[src/rtl/uart_pkg.sv]
// rtl/uart_pkg.sv - shared types and helpers for the configurable UART blocks
package uart_pkg;

    typedef enum logic [1:0] {
        PAR_NONE = 2'd0,
        PAR_ODD  = 2'd1,
        PAR_EVEN = 2'd2
    } parity_e;

    typedef enum logic [2:0] {
        S_IDLE   = 3'd0,
        S_START  = 3'd1,
        S_DATA   = 3'd2,
        S_PARITY = 3'd3,
        S_STOP   = 3'd4
    } tx_state_e;

    function automatic int clks_per_bit(input int freq, input int baud);
        return freq / baud;
    endfunction

endpackage

[src/rtl/uart_bit_timer.sv]
// rtl/uart_bit_timer.sv - loadable down-counter producing a per-bit terminal-count pulse
module uart_bit_timer #(
    parameter int unsigned TOP = 9,
    parameter int          W   = (TOP < 1) ? 1 : $clog2(TOP + 1)
) (
    input  logic clk,
    input  logic reset,
    input  logic load,
    input  logic en,
    output logic tc
);

    logic [W-1:0] count_q;

    // Load starts a fresh bit period; the count parks at zero once it expires.
    always_ff @(posedge clk) begin
        if (reset) begin
            count_q <= '0;
        end else if (load) begin
            count_q <= W'(TOP);
        end else if (en && (count_q != '0)) begin
            count_q <= count_q - 1'b1;
        end
    end

    assign tc = en && (count_q == '0);

endmodule

[src/rtl/uart_tx_cfg.sv]
// rtl/uart_tx_cfg.sv - configurable-frame UART transmitter with valid/ready input
module uart_tx_cfg
    import uart_pkg::*;
#(
    parameter int CLK_FREQ  = 132000000,
    parameter int BAUD_RATE = 9600,
    parameter int DATA_BITS = 8,
    parameter int PARITY    = 0,
    parameter int STOP_BITS = 1
) (
    input  logic                 clk,
    input  logic                 reset,
    input  logic [DATA_BITS-1:0] s_data,
    input  logic                 s_valid,
    output logic                 s_ready,
    output logic                 tx,
    output logic                 busy,
    output logic                 done
);

    localparam int      CLKS_PER_BIT = clks_per_bit(CLK_FREQ, BAUD_RATE);
    localparam parity_e PAR_MODE     = parity_e'(PARITY[1:0]);
    localparam bit      HAS_PARITY   = (PARITY != 0);
    localparam logic [3:0] LAST_BIT  = 4'(DATA_BITS - 1);
    localparam logic    LAST_STOP    = 1'(STOP_BITS - 1);

    if (DATA_BITS < 5 || DATA_BITS > 9) begin : g_chk_data_bits
        $error("uart_tx_cfg: DATA_BITS must be in 5..9");
    end
    if (STOP_BITS < 1 || STOP_BITS > 2) begin : g_chk_stop_bits
        $error("uart_tx_cfg: STOP_BITS must be 1 or 2");
    end
    if (CLKS_PER_BIT < 2) begin : g_chk_clks_per_bit
        $error("uart_tx_cfg: CLK_FREQ / BAUD_RATE must be at least 2");
    end
    if (PARITY < 0 || PARITY > 2) begin : g_chk_parity
        $error("uart_tx_cfg: PARITY must be 0, 1 or 2");
    end

    tx_state_e            state_q, state_d;
    logic [DATA_BITS-1:0] shreg_q, shreg_d;
    logic [3:0]           bit_idx_q, bit_idx_d;
    logic                 stop_idx_q, stop_idx_d;
    logic                 par_q, par_d;
    logic                 tx_q, tx_d;
    logic                 done_q, done_d;
    logic                 timer_tc;
    logic                 timer_load;
    logic                 last_stop;
    logic                 accept;
    logic                 new_parity;

    uart_bit_timer #(
        .TOP (CLKS_PER_BIT - 1)
    ) u_bit_timer (
        .clk   (clk),
        .reset (reset),
        .load  (timer_load),
        .en    (state_q != S_IDLE),
        .tc    (timer_tc)
    );

    // The final clock of the final stop bit doubles as an accept slot for back-to-back frames.
    assign last_stop  = (state_q == S_STOP) && timer_tc && (stop_idx_q == LAST_STOP);
    assign s_ready    = (state_q == S_IDLE) || last_stop;
    assign accept     = s_valid && s_ready;
    assign timer_load = accept || (timer_tc && !last_stop);
    assign new_parity = (PAR_MODE == PAR_ODD) ? ~^s_data : ^s_data;

    // State register plus all frame-tracking registers; tx and done are registered outputs.
    always_ff @(posedge clk) begin
        if (reset) begin
            state_q    <= S_IDLE;
            shreg_q    <= '0;
            bit_idx_q  <= '0;
            stop_idx_q <= 1'b0;
            par_q      <= 1'b0;
            tx_q       <= 1'b1;
            done_q     <= 1'b0;
        end else begin
            state_q    <= state_d;
            shreg_q    <= shreg_d;
            bit_idx_q  <= bit_idx_d;
            stop_idx_q <= stop_idx_d;
            par_q      <= par_d;
            tx_q       <= tx_d;
            done_q     <= done_d;
        end
    end

    // Next-state logic; tx_d is the line level for the bit that the next cycle begins.
    always_comb begin
        state_d    = state_q;
        shreg_d    = shreg_q;
        bit_idx_d  = bit_idx_q;
        stop_idx_d = stop_idx_q;
        par_d      = par_q;
        tx_d       = tx_q;
        done_d     = 1'b0;
        case (state_q)
            S_IDLE: begin
                tx_d = 1'b1;
                if (accept) begin
                    state_d   = S_START;
                    shreg_d   = s_data;
                    par_d     = new_parity;
                    bit_idx_d = '0;
                    tx_d      = 1'b0;
                end
            end
            S_START: begin
                if (timer_tc) begin
                    state_d = S_DATA;
                    tx_d    = shreg_q[0];
                end
            end
            S_DATA: begin
                if (timer_tc) begin
                    if (bit_idx_q == LAST_BIT) begin
                        bit_idx_d = '0;
                        if (HAS_PARITY) begin
                            state_d = S_PARITY;
                            tx_d    = par_q;
                        end else begin
                            state_d    = S_STOP;
                            stop_idx_d = 1'b0;
                            tx_d       = 1'b1;
                        end
                    end else begin
                        bit_idx_d = bit_idx_q + 4'd1;
                        shreg_d   = shreg_q >> 1;
                        tx_d      = shreg_q[1];
                    end
                end
            end
            S_PARITY: begin
                if (timer_tc) begin
                    state_d    = S_STOP;
                    stop_idx_d = 1'b0;
                    tx_d       = 1'b1;
                end
            end
            S_STOP: begin
                if (timer_tc) begin
                    if (stop_idx_q == LAST_STOP) begin
                        done_d = 1'b1;
                        if (accept) begin
                            state_d   = S_START;
                            shreg_d   = s_data;
                            par_d     = new_parity;
                            bit_idx_d = '0;
                            tx_d      = 1'b0;
                        end else begin
                            state_d = S_IDLE;
                            tx_d    = 1'b1;
                        end
                    end else begin
                        stop_idx_d = stop_idx_q + 1'b1;
                    end
                end
            end
            default: begin
                state_d = S_IDLE;
                tx_d    = 1'b1;
            end
        endcase
    end

    assign tx   = tx_q;
    assign busy = (state_q != S_IDLE);
    assign done = done_q;

endmodule

[config.mk]
export PLATFORM = sky130hd
export DESIGN_NAME = uart_tx_cfg
export DESIGN_NICKNAME = d
export VERILOG_FILES = /design/src/rtl/uart_pkg.sv /design/src/rtl/uart_bit_timer.sv /design/src/rtl/uart_tx_cfg.sv
export SDC_FILE = /design/constraint.sdc
export NUM_CORES = 1
export LEC_CHECK = 0
export CORE_ASPECT_RATIO = 1.2
export CORE_UTILIZATION = 56
export CTS_BUF_LIST = sky130_fd_sc_hd__clkbuf_8
export DETAILED_ROUTE_END_ITERATION = 12
export PLACE_DENSITY_LB_ADDON = 0.12
export SLEW_MARGIN = 20
export SYNTH_ARGS = -nofsm -noshare
export SYNTH_HDL_FRONTEND = slang
export SYNTH_SLANG_ARGS = --single-unit
export TNS_END_PERCENT = 30
[constraint.sdc]
create_clock -name clk -period 2.11 [get_ports clk]
set_input_delay 0.211 -clock clk [delete_from_list [all_inputs] [get_ports clk]]
set_output_delay 0.211 -clock clk [all_outputs]
set_load 0.01 [all_outputs]
==> impl_summary.md <==
Run status
The run finished with clean final reports.

Logic synthesis
In the post-synthesis netlist, the biggest area contributors are sky130_fd_sc_hd__dfxtp_1, sky130_fd_sc_hd__mux2i_1, sky130_fd_sc_hd__a21oi_1, sky130_fd_sc_hd__a211oi_1, sky130_fd_sc_hd__nor2_1. The post-synthesis simple-gate area fraction is 30.4%. The net count after synthesis is 211. In this run the mean area of a mapped cell was 8.32 um2. For this run, the leading register cell type out of synthesis is sky130_fd_sc_hd__dfxtp_1. The top cell type by total area after synthesis is sky130_fd_sc_hd__dfxtp_1.

The number of distinct library cells after synthesis is 44. The total of warnings raised by yosys is 0. The largest family of logic cells by synthesized area is simple AND/OR/NAND/NOR gates. After Yosys synthesis, full adders, half adders and majority gates account for 1.52% of the synthesized area. After synthesis, the share of cell area in mux cells is 5.47%. In this run, synthesis produced a sequential element count of 31. The parity-gate share of the synthesized area counting xor and xnor cells is 0.532%. Counting flops with an async set or reset pin after synthesis yields a share of 0%. The number of enable-type register cells in the synthesized netlist is 0.

The synthesized netlist occupies a cell area of 1650 um2. Synthesis produced 198 cells. The proportion of synthesized chip area in sequential cells is 37.7%.

The compound-cell area share of the yosys netlist is 19.9%. The fraction of synthesized cell area taken by the top area cell type is 37.7%.

Route
Wire segments on met3 add up to 159 um in the final route. The detailed-routing iteration count for the pre-antenna-repair pass is 4. The detailed-route via count is 1,655.

The number of antenna-violating nets in the routed design is 0. The number of DRC violations after detailed-routing iteration 0 is 45. The detailed-routing wirelength on met1 is 1550 um.

The total routed wirelength is 4010 um. The average wire length per cell after detail routing is 15.4 um. The uppermost signal routing layer after detailed routing is met4. After detailed routing, the met2 layer carries 2190 um of wire. For this run, design rule violations remaining after detail routing come to 0.

The detail-routed via count per cell is 6.34.

Placement
The number of cells in the design after placement is 252. The port buffer count is 14. Timing analysis after detailed placement gives a worst setup slack of 0.0781 ns. The placer's final routability congestion estimate is 0.831. The wire-length estimate of the detail-placed layout is 2760 um.

Power and ir drop
Cell internal power was estimated by the tool at 1.17 mW. The power density over the cells is 787 nW/um2. The leakage power summed over all cells is 0.754 nW. The clock network accounts for 37.6% of the total power. The net switching fraction of the power is 27.5%. The total power consumption of the routed design is 1.62 mW. VDD sags by at most 0.591 mV. Per report_power, the combinational group accounts for 20.5% of the total. In this run the power spent charging and discharging nets is 0.444 mW. The share of total power in sequential cells is 42.0%.

GRT
The via count of the first global-routing pass is 1,475. The total congestion overflow after global routing is 0. The number of antenna violations at the first check in global routing is 0.

The first global-routing pass estimated 6060 um of wire. The all-layer global routing usage is 26.3%. Entering global routing, the biggest net connects 16 pins.

Setup path
The cell family with the largest share of critical-path delay is buffers and inverters. The endpoint class of the critical path is an output pin. In this run the worst path has a maximum fanout of 13. The critical path is of the reg2out type. The largest individual stage delay along the critical path comes from the cell sky130_fd_sc_hd__clkdlybuf4s50_1. The buffering stage count on the worst path with inverters included is 3.

In this design, the stage delay of the slowest critical-path cell is 0.58 ns. Data on the critical path is required at its endpoint by 1.90 ns. The worst setup path is launched from a register. The critical path goes through nor3_1 -> buf_4 -> inv_1 -> clkdlybuf4s50_1.

The data arrival time of the worst path is 1.90 ns.

Clocking
The largest buffer count on any clock path is 2. Clock-pin slew was measured on the worst setup and hold paths at 0.06 ns. Clock tree synthesis found a total of 31 sinks. The source-to-sink clock delay at the later pin of the worst-skew pair is 0.28 ns. TritonCTS built the clock tree. The hold buffer count at CTS is 0. The root buffer cell is sky130_fd_sc_hd__clkbuf_8. The total number of H-tree levels is 2. Clock tree synthesis inserted a total of 5 buffers.

STA
The final period utilization is 99.9%. Setup repair after global routing could not meet its margin everywhere. The slew of the pin with the lowest slew margin is 0.513 ns.

The final period demand of the worst path is 2.11 ns. The final max-slew violation count is 0. Setup violations remaining at the end of the flow were counted as 0. The relative slew slack is 65.7%. The post-layout worst setup margin is 0.00304 ns. The number of endpoints with negative hold slack in the final report was 0. The setup skew after layout is 0.0103 ns. The worst hold-check slack is 0.492 ns. Static timing analysis puts the maximum clock frequency at 475 MHz.

Finish
The area growth from synthesis to layout is 24.8%. In the layout the commonest cells are sky130_fd_sc_hd__dfxtp_1, sky130_fd_sc_hd__nor2_1, sky130_fd_sc_hd__a21oi_1, sky130_fd_sc_hd__buf_4, sky130_fd_sc_hd__nor3_1. The post-route non-filler standard cell count is 261. The repair_antennas step left the layout with diodes totalling 0.

The share of layout cells above drive strength 1 is 16.3%. The final net count is 239. The library cell used most frequently in the layout, excluding fill and tap cells, is sky130_fd_sc_hd__dfxtp_1.

Floorplan
Measured along the x axis, the die boundary spans 51.5 um. The core region is 2790 um2. In this run the count of I/O pins placed on the die edge is 15. From bottom edge to top edge, the die measures 61.4 um. The initial standard-cell utilization of the core is 59.1%. The floorplan has 21 rows. The die covers 3160 um2.

Min path
The class of the tightest hold or removal check is reg2reg.

Flow run
The total of max-cap violations is 0.
[layer usage]
metal / GRT usage (%) / vias to the layer above
met4: 15.4 / 0
met1: 25.5 / 788
li1: - / 792
met2: 50.8 / 61
met5: 0 / -
met3: 5.93 / 14
[worst min-delay path: cells and delay by family, from the launching register on]
family	cells	cell delay (ns)
DFF	1	0.33
muxes	1	0.08
and+or+nand+nor	1	0.05
[sequential cells by signal, indices dropped and copies added, names as in the netlist]
signal and cells:
shreg_q 8, bit_idx_q 4, done 1, tx 1, state_q 3, u_bit_timer.count_q 14
[cells in the mapped netlist (2+ instances only)]
cell / instances
sky130_fd_sc_hd__nor3b_1: 3
sky130_fd_sc_hd__clkbuf_1: 6
sky130_fd_sc_hd__inv_1: 5
sky130_fd_sc_hd__nand4b_1: 2
sky130_fd_sc_hd__nor4_1: 3
sky130_fd_sc_hd__mux2i_1: 9
sky130_fd_sc_hd__nor2_1: 20
sky130_fd_sc_hd__nand3b_1: 7
sky130_fd_sc_hd__ha_1: 2
sky130_fd_sc_hd__a211oi_1: 10
sky130_fd_sc_hd__a311oi_1: 3
sky130_fd_sc_hd__buf_2: 3
sky130_fd_sc_hd__nor3_1: 14
sky130_fd_sc_hd__o21ai_0: 12
sky130_fd_sc_hd__nand3_1: 4
sky130_fd_sc_hd__nand2b_1: 5
sky130_fd_sc_hd__nand2_1: 11
sky130_fd_sc_hd__or4_1: 3
sky130_fd_sc_hd__or3_1: 3
sky130_fd_sc_hd__a31oi_1: 3
sky130_fd_sc_hd__a21oi_1: 17
sky130_fd_sc_hd__dfxtp_1: 31
[power groups by stage]
stage               Clock (mW)  Sequential (mW)  Combinational (mW)
global route             0.635            0.683               0.360
CTS                      0.611            0.676               0.321
finish                   0.608            0.679               0.331
detailed placement           0            0.688               0.311
floorplan                    0            0.677               0.204
global placement             0            0.684               0.304
[path summary, 6_finish.rpt]
check / start / to / slack, ns / cells past startpoint
max: state_q[1] / busy / 0.003 / 4
min: tx / tx / 0.49 / 2
max reg2reg: u_bit_timer.count_q[0] / u_bit_timer.count_q[7] / 0.10 / 10
min reg2reg: tx / tx / 0.49 / 2
[area by class of cell]
class	instances	area [um2]
inverter	5	18.8
clock buffer	6	82.6
sequential	31	622
tap	34	42.5
clock inverter	2	35.0
fill	229	729
multi-input combinational	151	968
timing repair buffer	32	287
[timing repair]
item,4_1_cts,5_1_grt
setup buffers,1,0
endpoints found under the setup margin,1,8
pin swaps,1,1
resized for setup,3,4
[per-stage QoR]
stage               setup TNS, ns  cell area [um2]  util [%]
finish                          0             2060      73.8
global route              -0.0612             2060      73.8
CTS                             0             2040      73.4
detailed placement              0             1910      68.7
global placement                0             1910      68.7
floorplan                       0             1650         -
[cell families after synthesis]
| logic type | after synthesis |
|---|---|
| adder cells (fa/ha/maj) | 2 |
| AO/OA/AOI/OAI | 52 |
| flip-flops | 31 |
| AND/OR/NAND/NOR | 87 |
| XOR/XNOR | 1 |
| buffers and inverters | 16 |
| multiplexers | 9 |
Note: power is estimated with default switching activity, not from simulation.
